## src/rtl/rle_line_tracker.sv

```systemverilog
// rle_line_tracker
// Per-line run-length tracker for a binary pixel stream. On every line it finds
// the two longest runs of TARGET pixels (length >= MIN_SIZE), counts the
// qualifying runs and publishes the results with a one-cycle line_done pulse.
//
// Ports:
//   CLK, reset_n          clock, synchronous active-low reset
//   pixel_valid           qualifies pixel_in / sol / sof; low freezes all state
//   pixel_in              binary pixel
//   sol, sof              start of line / start of frame (sof also restarts line count)
//   run1_start, run1_len  longest qualifying run (len 0 = none)
//   run2_start, run2_len  second-longest qualifying run (len 0 = none)
//   run_count             qualifying runs on the line, saturating
//   line_idx              index of the reported line within the frame
//   line_done             one-cycle pulse when the outputs above are updated
module rle_line_tracker #(
    parameter int unsigned IMAGE_W  = 640,
    parameter int unsigned CW       = 11,
    parameter int unsigned MIN_SIZE = 3,
    parameter logic        TARGET   = 1'b1,
    parameter int unsigned CNT_W    = 4
) (
    input  logic             CLK,
    input  logic             reset_n,
    input  logic             pixel_valid,
    input  logic             pixel_in,
    input  logic             sol,
    input  logic             sof,
    output logic [CW-1:0]    run1_start,
    output logic [CW-1:0]    run1_len,
    output logic [CW-1:0]    run2_start,
    output logic [CW-1:0]    run2_len,
    output logic [CNT_W-1:0] run_count,
    output logic [CW-1:0]    line_idx,
    output logic             line_done
);

    localparam logic [CW-1:0]    LAST_COL = CW'(IMAGE_W - 1);
    localparam logic [CW-1:0]    MIN_LEN  = CW'(MIN_SIZE);
    localparam logic [CNT_W-1:0] CNT_MAX  = {CNT_W{1'b1}};

    // Working state
    logic [CW-1:0]    col_q, col_d;
    logic             open_q, open_d;
    logic [CW-1:0]    cur_start_q, cur_start_d, cur_len_q, cur_len_d;
    logic [CW-1:0]    top1_start_q, top1_start_d, top1_len_q, top1_len_d;
    logic [CW-1:0]    top2_start_q, top2_start_d, top2_len_q, top2_len_d;
    logic [CNT_W-1:0] cnt_q, cnt_d;
    logic [CW-1:0]    line_q, line_d;

    // Registered outputs
    logic [CW-1:0]    run1_start_q, run1_start_d, run1_len_q, run1_len_d;
    logic [CW-1:0]    run2_start_q, run2_start_d, run2_len_q, run2_len_d;
    logic [CNT_W-1:0] run_count_q, run_count_d;
    logic [CW-1:0]    line_idx_q, line_idx_d;
    logic             line_done_q, line_done_d;

    // A sol/sof pixel sees a freshly cleared line, as if it were column 0.
    logic             restart;
    logic [CW-1:0]    c, w_cur_start, w_cur_len, w_line;
    logic [CW-1:0]    w_t1s, w_t1l, w_t2s, w_t2l;
    logic [CNT_W-1:0] w_cnt;
    logic             w_open, is_tgt, is_last;

    assign restart     = sol | sof;
    assign c           = restart ? '0 : col_q;
    assign w_open      = restart ? 1'b0 : open_q;
    assign w_cur_start = restart ? '0 : cur_start_q;
    assign w_cur_len   = restart ? '0 : cur_len_q;
    assign w_t1s       = restart ? '0 : top1_start_q;
    assign w_t1l       = restart ? '0 : top1_len_q;
    assign w_t2s       = restart ? '0 : top2_start_q;
    assign w_t2l       = restart ? '0 : top2_len_q;
    assign w_cnt       = restart ? '0 : cnt_q;
    assign w_line      = sof ? '0 : line_q;
    assign is_tgt      = (pixel_in == TARGET);
    assign is_last     = (c == LAST_COL);

    logic [CW-1:0]    ext_start, ext_len, cand_start, cand_len;
    logic             cand_valid;
    logic [CW-1:0]    n_t1s, n_t1l, n_t2s, n_t2l;
    logic [CNT_W-1:0] n_cnt;

    always_comb begin
        ext_start  = w_open ? w_cur_start : c;
        ext_len    = w_open ? (w_cur_len + CW'(1)) : CW'(1);
        // A target pixel only closes a run when it is the last pixel of the line;
        // a non-target pixel closes the open run without being part of it.
        cand_valid = is_tgt ? is_last : w_open;
        cand_start = is_tgt ? ext_start : w_cur_start;
        cand_len   = is_tgt ? ext_len : w_cur_len;

        n_t1s = w_t1s;
        n_t1l = w_t1l;
        n_t2s = w_t2s;
        n_t2l = w_t2l;
        n_cnt = w_cnt;
        if (cand_valid && (cand_len >= MIN_LEN)) begin
            if (n_cnt != CNT_MAX) n_cnt = n_cnt + CNT_W'(1);
            // Strict compares: on equal length the earlier run keeps its slot.
            if (cand_len > w_t1l) begin
                n_t2s = w_t1s;
                n_t2l = w_t1l;
                n_t1s = cand_start;
                n_t1l = cand_len;
            end else if (cand_len > w_t2l) begin
                n_t2s = cand_start;
                n_t2l = cand_len;
            end
        end
    end

    always_comb begin
        col_d        = col_q;
        open_d       = open_q;
        cur_start_d  = cur_start_q;
        cur_len_d    = cur_len_q;
        top1_start_d = top1_start_q;
        top1_len_d   = top1_len_q;
        top2_start_d = top2_start_q;
        top2_len_d   = top2_len_q;
        cnt_d        = cnt_q;
        line_d       = line_q;
        run1_start_d = run1_start_q;
        run1_len_d   = run1_len_q;
        run2_start_d = run2_start_q;
        run2_len_d   = run2_len_q;
        run_count_d  = run_count_q;
        line_idx_d   = line_idx_q;
        line_done_d  = 1'b0;

        if (pixel_valid) begin
            if (is_last) begin
                run1_start_d = n_t1s;
                run1_len_d   = n_t1l;
                run2_start_d = n_t2s;
                run2_len_d   = n_t2l;
                run_count_d  = n_cnt;
                line_idx_d   = w_line;
                line_done_d  = 1'b1;
                line_d       = w_line + CW'(1);
                col_d        = '0;
                open_d       = 1'b0;
                cur_start_d  = '0;
                cur_len_d    = '0;
                top1_start_d = '0;
                top1_len_d   = '0;
                top2_start_d = '0;
                top2_len_d   = '0;
                cnt_d        = '0;
            end else begin
                col_d        = c + CW'(1);
                open_d       = is_tgt;
                cur_start_d  = is_tgt ? ext_start : '0;
                cur_len_d    = is_tgt ? ext_len : '0;
                top1_start_d = n_t1s;
                top1_len_d   = n_t1l;
                top2_start_d = n_t2s;
                top2_len_d   = n_t2l;
                cnt_d        = n_cnt;
                line_d       = w_line;
            end
        end
    end

    always_ff @(posedge CLK) begin
        if (!reset_n) begin
            col_q        <= '0;
            open_q       <= 1'b0;
            cur_start_q  <= '0;
            cur_len_q    <= '0;
            top1_start_q <= '0;
            top1_len_q   <= '0;
            top2_start_q <= '0;
            top2_len_q   <= '0;
            cnt_q        <= '0;
            line_q       <= '0;
            run1_start_q <= '0;
            run1_len_q   <= '0;
            run2_start_q <= '0;
            run2_len_q   <= '0;
            run_count_q  <= '0;
            line_idx_q   <= '0;
            line_done_q  <= 1'b0;
        end else begin
            col_q        <= col_d;
            open_q       <= open_d;
            cur_start_q  <= cur_start_d;
            cur_len_q    <= cur_len_d;
            top1_start_q <= top1_start_d;
            top1_len_q   <= top1_len_d;
            top2_start_q <= top2_start_d;
            top2_len_q   <= top2_len_d;
            cnt_q        <= cnt_d;
            line_q       <= line_d;
            run1_start_q <= run1_start_d;
            run1_len_q   <= run1_len_d;
            run2_start_q <= run2_start_d;
            run2_len_q   <= run2_len_d;
            run_count_q  <= run_count_d;
            line_idx_q   <= line_idx_d;
            line_done_q  <= line_done_d;
        end
    end

    assign run1_start = run1_start_q;
    assign run1_len   = run1_len_q;
    assign run2_start = run2_start_q;
    assign run2_len   = run2_len_q;
    assign run_count  = run_count_q;
    assign line_idx   = line_idx_q;
    assign line_done  = line_done_q;

endmodule

```

## config.mk

```make
export PLATFORM = sky130hd
export DESIGN_NAME = rle_line_tracker
export DESIGN_NICKNAME = d
export VERILOG_FILES = /design/src/rtl/rle_line_tracker.sv
export SDC_FILE = /design/constraint.sdc
export NUM_CORES = 1
export LEC_CHECK = 0
export CAP_MARGIN = 20
export CORE_MARGIN = 2
export CORE_UTILIZATION = 50
export DETAILED_ROUTE_END_ITERATION = 7
export MAX_ROUTING_LAYER = met4
export PLACE_DENSITY = 0.8
export SYNTH_ARGS = -nofsm -noshare
export SYNTH_HDL_FRONTEND = slang
export SYNTH_SLANG_ARGS = --single-unit
```

## constraint.sdc

```tcl
create_clock -name CLK -period 6.2 [get_ports CLK]
set_input_delay 0.62 -clock CLK [delete_from_list [all_inputs] [get_ports CLK]]
set_output_delay 0.62 -clock CLK [all_outputs]
set_load 0.005 [all_outputs]
```

### Yosys cells after proc, flatten, opt, wreduce, memory -nomap -nowiden

Cells that the tools add are included.
W data, S select, Z words.

* RAM bits: 0
* bits in latches: 0
* word-level logic and storage cells: 70
* flip-flop bits (word level): 153
* ROM bits: 0
* output and inout port bits: 60
* memories kept: 0

* bitwise operators: 1
* $mul: 0
* multiplexer cells: 40
* div/mod/pow operators: 0
* add/subtract/negate cells: 4
* reductions and logical operators: 3
* shifts and indexed selects: 0
* equality and inequality tests: 2
* $lt $le $gt $ge: 3

Operator list (number)
* $mux W11: 32
* $add A11 B1 Y11 const B: 3
* $gt A11 B11 Y1: 2
* $mux W4: 4
* $eq A11 B10 Y1 const B: 1
* $ge A11 B2 Y1 const B: 1
* $add A4 B1 Y4 const B: 1
* $mux W1: 4
* $ne A4 B4 Y1 const B: 1
* $reduce_and A2 Y1: 2
* $logic_and A1 B1 Y1: 1
* $or A1 B1 Y1: 1

### Longest topological paths before layout

Gate-level depths: netlist (run 1).

* depth after elaboration: 10
* gate-level depth with buffers: 25
* gate-level depth less buffers: 17

### Worst setup path after synthesis (run 1)

No wires, ideal clock.

* path type: input port to flip-flop
* from: in sof
* to: reg run2_len_q[9] (netlist: run2_len[9])
* path buffers: 8
* setup slack: -60 ps
* required time: 6078 ps
* library setup time: 122 ps
* arrival time: 6138 ps
* stages: 21
* cell sequence: nor2_1 > clkbuf_1 > clkbuf_1 > clkbuf_1 > clkbuf_1 > and2_1 > ha_1 > nand3_1 > nor2_1 > nand3_1 > o41ai_2 > clkbuf_1 > ha_1 > a2111o_1 > a2111oi_0 > or3_1 > buf_2 > clkbuf_1 > clkbuf_1 > o21ai_0 > a221o_1

* word-level cells in the longest chain between the ends: 9

RTL lines
* from (decl): RTL line 28 `input logic sof,`
* $or A1 B1 Y1 *: RTL line 65 `assign restart = sol | sof;`
* $mux W11: RTL line 69 `assign w_cur_len = restart ? '0 : cur_len_q;`
* $add A11 B1 Y11: RTL line 86 `ext_len = w_open ? (w_cur_len + CW'(1)) : CW'(1);`
* $mux W11: RTL line 86
* $mux W11: RTL line 91 `cand_len = is_tgt ? ext_len : w_cur_len;`
* $gt A11 B11 Y1: RTL line 106 `end else if (cand_len > w_t2l) begin`
* $mux W11: RTL line 106
* $mux W11: RTL line 101 `if (cand_len > w_t1l) begin`
* $mux W11: RTL line 98 `if (cand_valid && (cand_len >= MIN_LEN)) begin`
* to (signal assigned): RTL line 199 `run2_len_q <= run2_len_d;`
* to (decl): RTL line 53 `logic [CW-1:0] run2_start_q, run2_start_d, run2_len_q, run2_len_d;`

Every way passes the cells marked *; elsewhere a longest branch is shown, timed or not.
A chain may end at the register's enable or synchronous reset.

### Worst setup path in the final report (run 1)

* from: in sof
* to: reg run2_start_q[7] (netlist: run2_start[7])

* word-level cells in the longest chain between the ends: 9

RTL lines
* $or A1 B1 Y1 *: RTL line 65
* $mux W11: RTL line 69
* $add A11 B1 Y11: RTL line 86
* $mux W11: RTL line 86
* $mux W11: RTL line 91
* $gt A11 B11 Y1: RTL line 106
* $mux W11: RTL line 106
* $mux W11: RTL line 101
* $mux W11: RTL line 98
* to (signal assigned): RTL line 198 `run2_start_q <= run2_start_d;`
* to (decl): RTL line 53

Marked as above.

==> results.md, run 1 <==
* Final HPWL DP at 14.3 mm
* 1st-iter DRT viols at 678
* Vias/cell at 5.85
* CTS Sinks at 153
* Layout Skew at 16.6 ps
* Req. time, crit path at 6520 ps
* Critical Path Sink Type: register
* FF+latch count, synth at 153
* Slew HR at 42.0%
* Hold slack at 446 ps
* Chip Height at 130 um
* CP Max Fanout at 21
* Fmax at 188 MHz
* Drt pass-1 iters at 5
* Critical path arrival at 5630 ps
* Register-to-Register Setup Slack at 1260 ps
* Worst vdd ir at 0.205 mV
* Setup Fix Bufs, Post-CTS at 0
* Post-synthesis sequential area ratio at 38.5%
* Placed insts at 1,257
* Yosys cell types at 74
* RSZ-0062 raised after global routing: false
* Drt wl/cell at 16.5 um
* Die W at 130 um
* Cts repair resizes at 0
* Status: finished, final reports clean
* Post-synth top area share at 38.5%
* Mean Syn Cell Area at 7.73 sq um
* Starting Density at 50.7%
* Synthesized area at 7960 sq um
* First-pass GRT wire length at 35.1 mm
* Top-count cell post-synth: nand2_1
* Vias in the first global route at 7,037
* Period Utilization, post-route at 85.6%
* Max clock buf depth at 2
* Period minus WS final at 5310 ps
* Num CTS Buffers at 17
* Worst-Margin Slew at 869 ps
* Hold path start: top1_start_q[2]
* Pwr Total at 2.12 mW
* Number of max-cap violations at 0
* CTS tree: done
* Final hold vios at 0
* Gate count after technology mapping at 1,030
* Vias at 7,537
* Main area contributors after synthesis: dfxtp_1, nand2_1, a21oi_1, o21ai_0, nor2_1
* Most common library cells after synthesis: nand2_1, dfxtp_1, nor2_1, a21oi_1, o21ai_0
* Leakage Power at 3.39 nW
* Routed Antenna Nets at 0
* Layout cells sized above 1 at 6.62%
* Endpoints failing setup at 0
* Post-synth ARST share at 0%
* Core Area at 15,700 sq um
* EDFF count, synth at 0
* WL final at 21.3 mm
* Slew Viols, Final at 0
* Warnings, synthesis at 0
* IO Count at 66
* Remaining DRCs at 0
* Skew-Pair Late Insertion Delay at 440 ps
* Setup crit start kind: primary input
* Final nets at 1,093
* Hold Path End: top1_start_q[2]
* CTS H-Tree Depth at 4
* Global placement routability congestion at 0.950
* Setup TNS at 0 ps
* Gr usage total at 26.8%
* Hold Path Cell Cnt at 2
* Layout area overhead at 17.3%
* Ys flop type: dfxtp_1
* Die area at 17,000 sq um
* Overflow after GRT at 0
* Area leader, netlist: dfxtp_1
* Diode count at 0
* Fill count at 1,406
* Finished Layout Cells at 1,289
* CP Class: in2reg
* Largest net degree at the start of global routing at 58
* Port Buffers at 65
* Site Rows at 46
* Clk pin slew, worst setup/hold paths at 70 ps
* Worst min path class: reg2reg
* Syn nets at 1,062
* Pwr/cell area at 227 nW/um^2
* Worst r2r src: cur_len_q[0]
* Hold Buf Count CTS at 0
* Worst reg-to-reg path cell count at 16
* Initial antenna violation count at 0
* Critical R2R Capture: run2_start[7]
* CTS root buf: clkbuf_16
[placed cells by master, fill, tap and decap left out, drive strengths merged, types with 6 or more instances in the layout]
cell type	n
clkbuf	19
a31oi	18
inv	18
or3	12
ha	26
dfxtp	153
and3	12
o22ai	13
nand2	160
nor2	98
o2bb2ai	6
nor3	34
a21oi	80
a22o	7
o21ai	85
a22oi	12
nand4	8
and2	27
nand3b	9
mux2i	23
a21boi	14
nor2b	10
xor2	6
o21a	6
buf	22
nand3	40
clkdlybuf4s50	65
o211ai	7
nand2b	11
[logic make-up after synthesis]
kind of cell	count (synthesis)	synth area share [%]
adder cells (fa/ha/maj)	26	4.08
XOR/XNOR	9	0.990
flip-flops	153	38.5
multiplexers	25	3.17
buffers and inverters	90	4.57
AO/OA/AOI/OAI	283	22.2
AND/OR/NAND/NOR	444	26.6
[stage by stage]
stage          worst slack (ps)  area, sq um  util [%]
3_5_place_dp                593         8750      55.7
3_3_place_gp                732         8750      55.7
2_1_floorplan              15.0         7970         -
6_report                    890         9340      59.4
4_1_cts                    1030         9340      59.4
5_1_grt                     463         9340      59.4
[worst max path at each step]
stage	start	to	slack, ps	cells after the start
2_1_floorplan	sof	run2_len[9]	20	21
3_3_place_gp	sof	run2_start[3]	730	15
3_5_place_dp	sol	run2_start[7]	590	18
4_1_cts	sof	run2_start[7]	1030	15
5_1_grt	sol	run2_start[5]	460	18
6_report	sof	run2_start[7]	890	18
[worst max-delay path, cell delays in order]
cell             delay, ps
clkdlybuf4s50_1        490
nor2_4                 170
and2_1                 180
ha_1                   270
nand3_1                260
nor2_1                 310
a31oi_1                130
o21ai_0                200
o41ai_2                130
ha_1                   330
a2111o_1               450
a2111oi_1              560
or3_1                  240
buf_4                  240
o21ai_0                240
o2111ai_1              470
a21boi_0               240
o21ai_0                100
[final cells by class]
cell class              count  area [sq um]  share of cell area (%)
multi-input cells         787          4550                    48.7
clock buffers              19           443                    4.74
flip-flops and latches    153          3060                    32.8
well taps                 216           270                    2.89
repair buffers             87           813                    8.71
inverters                  15          56.3                   0.603
clock inverters            12           141                    1.51
[sequential cells by signal, summed over array words and instances, names as in the netlist, 11 cells and up]
register and flops:
cur_len_q 11, col_q 11, top1_len_q 11, top2_len_q 11
line_q 11, run1_start 11, top1_start_q 11, top2_start_q 11
line_idx 11, run2_len 11, run1_len 11, cur_start_q 11
run2_start 11
[report_power, final]
group	internal [mW]	leakage [nW]	switching, mW
sequential	0.984	1.23	0.00367
combinational	0.0235	1.89	0.0714
clock	0.605	0.269	0.434
[per-layer routing]
metal  global-route usage (%)  routed length (um)
met1                     34.1                9500
met2                     43.2               10100
met3                     5.08                1190
met4                     8.86                 497
met5                        -                   0
Power figures use the tool's default switching activity.
==> inputs of run 2 (changes only) <==
- PLACE_DENSITY: 0.8 -> 0.77
- SLEW_MARGIN: unset -> 10
- clock period: 6.2 -> 5.95 ns (I/O delays scaled with it)
==> run 2 against run 1 <==
  * Sequential cell count is the same
  * Clock skew shrank 6.9 ps
  * Sequential share of layout area shrank 0.20 points
  * Cell count grew 0.39%
  * Die area is the same
  * Critical path depth is the same
  * Hold slack lost 2.3 ps
  * Power grew 4.1%
  * Combinational power grew 8%
==> results.md, run 2 (same netlist as run 1, synthesis figures left out) <==
* Status: finished, final reports clean
* Cts repair resizes at 0 (unchanged)
* Flop pwr share at 46.6% (about the same)
* CTS root buf: clkbuf_16
* Slew Viols, Final at 0 (unchanged)
* RSZ-0062 raised after global routing: false
* DP Worst Slack at 186 ps (-407 ps)
* Vias at 7,544 (+0.093%)
* Drt pass-1 iters at 5 (unchanged)
* Most frequent cells in the layout: nand2_1, dfxtp_1, nor2_1
* CTS Sinks at 153 (unchanged)
* Routed Antenna Nets at 0 (unchanged)
* Site Rows at 46 (unchanged)
* Chip Height at 130 um (unchanged)
* CTS tree: done
* Slew HR at 29.2% (-13 points)
* Setup TNS at 0 ps (unchanged)
* Final HPWL DP at 14.5 mm (+0.72%)
* Sw Share at 23.0% (-1.0 points)
* WL final at 21.2 mm (-0.29%)
* Critical path arrival at 5700 ps (+70 ps)
* Hold Buf Count CTS at 0 (unchanged)
* Worst min path class: reg2reg
* Switching power at 508 uW (-0.27%)
* Skew-Pair Late Insertion Delay at 430 ps (about the same)
* Period Utilization, post-route at 90.6%
* Setup Fix Bufs, Post-CTS at 0 (unchanged)
* Port Buffers at 65 (unchanged)
* Req. time, crit path at 6260 ps (-260 ps)
* Clk pwr share at 48.8% (-0.2 points)
* Clk pin slew, worst setup/hold paths at 60 ps (about the same)
* Layout cells sized above 1 at 7.05% (+0.43 points)
* Diode count at 0 (unchanged)
* Max clock buf depth at 2 (unchanged)
* Final WS setup at 559 ps (-331 ps)
* Critical Path Sink Type: register
* Worst vdd ir at 0.191 mV (-6.6%)
* Endpoints failing setup at 0 (unchanged)
* Largest net degree at the start of global routing at 64 (+10%)
* Setup crit start kind: primary input
* CP Max Fanout at 43 (+100%)
* Final hold vios at 0 (unchanged)
* Vias/cell at 5.83 (-0.29%)
* Initial antenna violation count at 0 (unchanged)
* Num CTS Buffers at 17 (unchanged)
* Final nets at 1,097 (+0.37%)
* Die W at 130 um (unchanged)
* Leakage Power at 3.46 nW (+2.0%)
* Most common cell after layout, fill and taps aside: nand2_1
* Gate power share at 4.6% (about the same)
* First-pass GRT wire length at 35.3 mm (+0.71%)
* Overflow after GRT at 0 (unchanged)
* Gr usage total at 27.2% (+0.39 points)
* Drt wl/cell at 16.4 um (-0.68%)
* 1st-iter DRT viols at 578 (-15%)
* Die area at 17,000 sq um (unchanged)
* Pwr/cell area at 235 nW/um^2 (+3.5%)
* Starting Density at 50.7% (unchanged)
* IO Count at 66 (unchanged)
* Layout area overhead at 18.0%
* Vias in the first global route at 7,054 (+0.24%)
* Period minus WS final at 5390 ps
* Placed Area at 8790 sq um (+0.47%)
* Fmax at 185 MHz
* Layout Skew at 9.74 ps (-6.87 ps)
* Global placement routability congestion at 0.944 (-0.64%)
* Worst-Margin Slew at 1050 ps (+185 ps)
* CTS H-Tree Depth at 4 (unchanged)
* Final instance area at 9400 sq um (+0.60%)
* CP Class: in2reg
* Number of max-cap violations at 0 (unchanged)
* Core Area at 15,700 sq um (unchanged)
* Remaining DRCs at 0 (unchanged)
* Int Power at 1.70 mW (+5.5%)
## run 2: cell count changes in the layout (fill, tap and decap cells not counted)
cell / change
clkinv_2: +5
inv_6: -2
clkinvlp_4: -4
o41ai_2: -1
o41ai_4: +1
buf_8: +1
clkbuf_8: +2
buf_2: -1
buf_4: +4
## run 2: worst max-delay path: stages
cell	delay [ps]
clkdlybuf4s50_1	500
nor2_4	180
and2_1	170
ha_1	250
nand3_1	230
nor2_1	290
a31oi_1	120
o21ai_0	280
o41ai_4	140
ha_1	320
a2111o_1	440
a2111oi_1	550
or3_1	220
buf_4	360
o21ai_0	270
o2111ai_1	410
a21boi_0	270
o21ai_0	90
## run 2: per-stage QoR
stage                     power [mW]  util (%)  hold slack [ps]  instances
after floorplan                 1.12         -              417       1030
after global placement          1.15      56.0              426       1261
after detailed placement        1.15      56.0              436       1261
after CTS                       2.22      59.7              449       1293
after global routing            2.28      59.8              469       1294
final                           2.21      59.8              444       1294
## run 2: power by group through the flow
stage / logic, mW / clock network [mW] / registers, mW
2_1_floorplan: 0.0694 / 0 / 1.05
3_3_place_gp: 0.0977 / 0 / 1.05
3_5_place_dp: 0.0988 / 0 / 1.05
4_1_cts: 0.0995 / 1.09 / 1.03
5_1_grt: 0.111 / 1.14 / 1.03
6_report: 0.102 / 1.08 / 1.03
## run 2: layer usage
metal  part of all wire [%]  GRT usage, %  up-vias
met5                      0             -        -
met4                    1.5          7.91        0
met3                    5.6          5.45       27
met1                     45          35.0     3552
met2                     47          43.7      221
li1                       -             -     3744
## run 2: worst paths after layout
kind                                       from               to  slack, ps  cells past startpoint
worst max register to register     cur_len_q[0]    run2_start[7]        900                     16
worst max-delay path                        sof    run2_start[7]        560                     18
worst min-delay path            top1_start_q[4]  top1_start_q[4]        440                      2
worst min register to register  top1_start_q[4]  top1_start_q[4]        440                      2
## run 2: final cells by class
type	count	area, sq um
Multi-Input combinational cell	787	4560
Tap cell	216	270
Fill cell	1391	6320
Sequential cell	153	3060
Clock inverter	11	119
Clock buffer	21	470
Inverter	15	56.3
Timing Repair Buffer	91	853
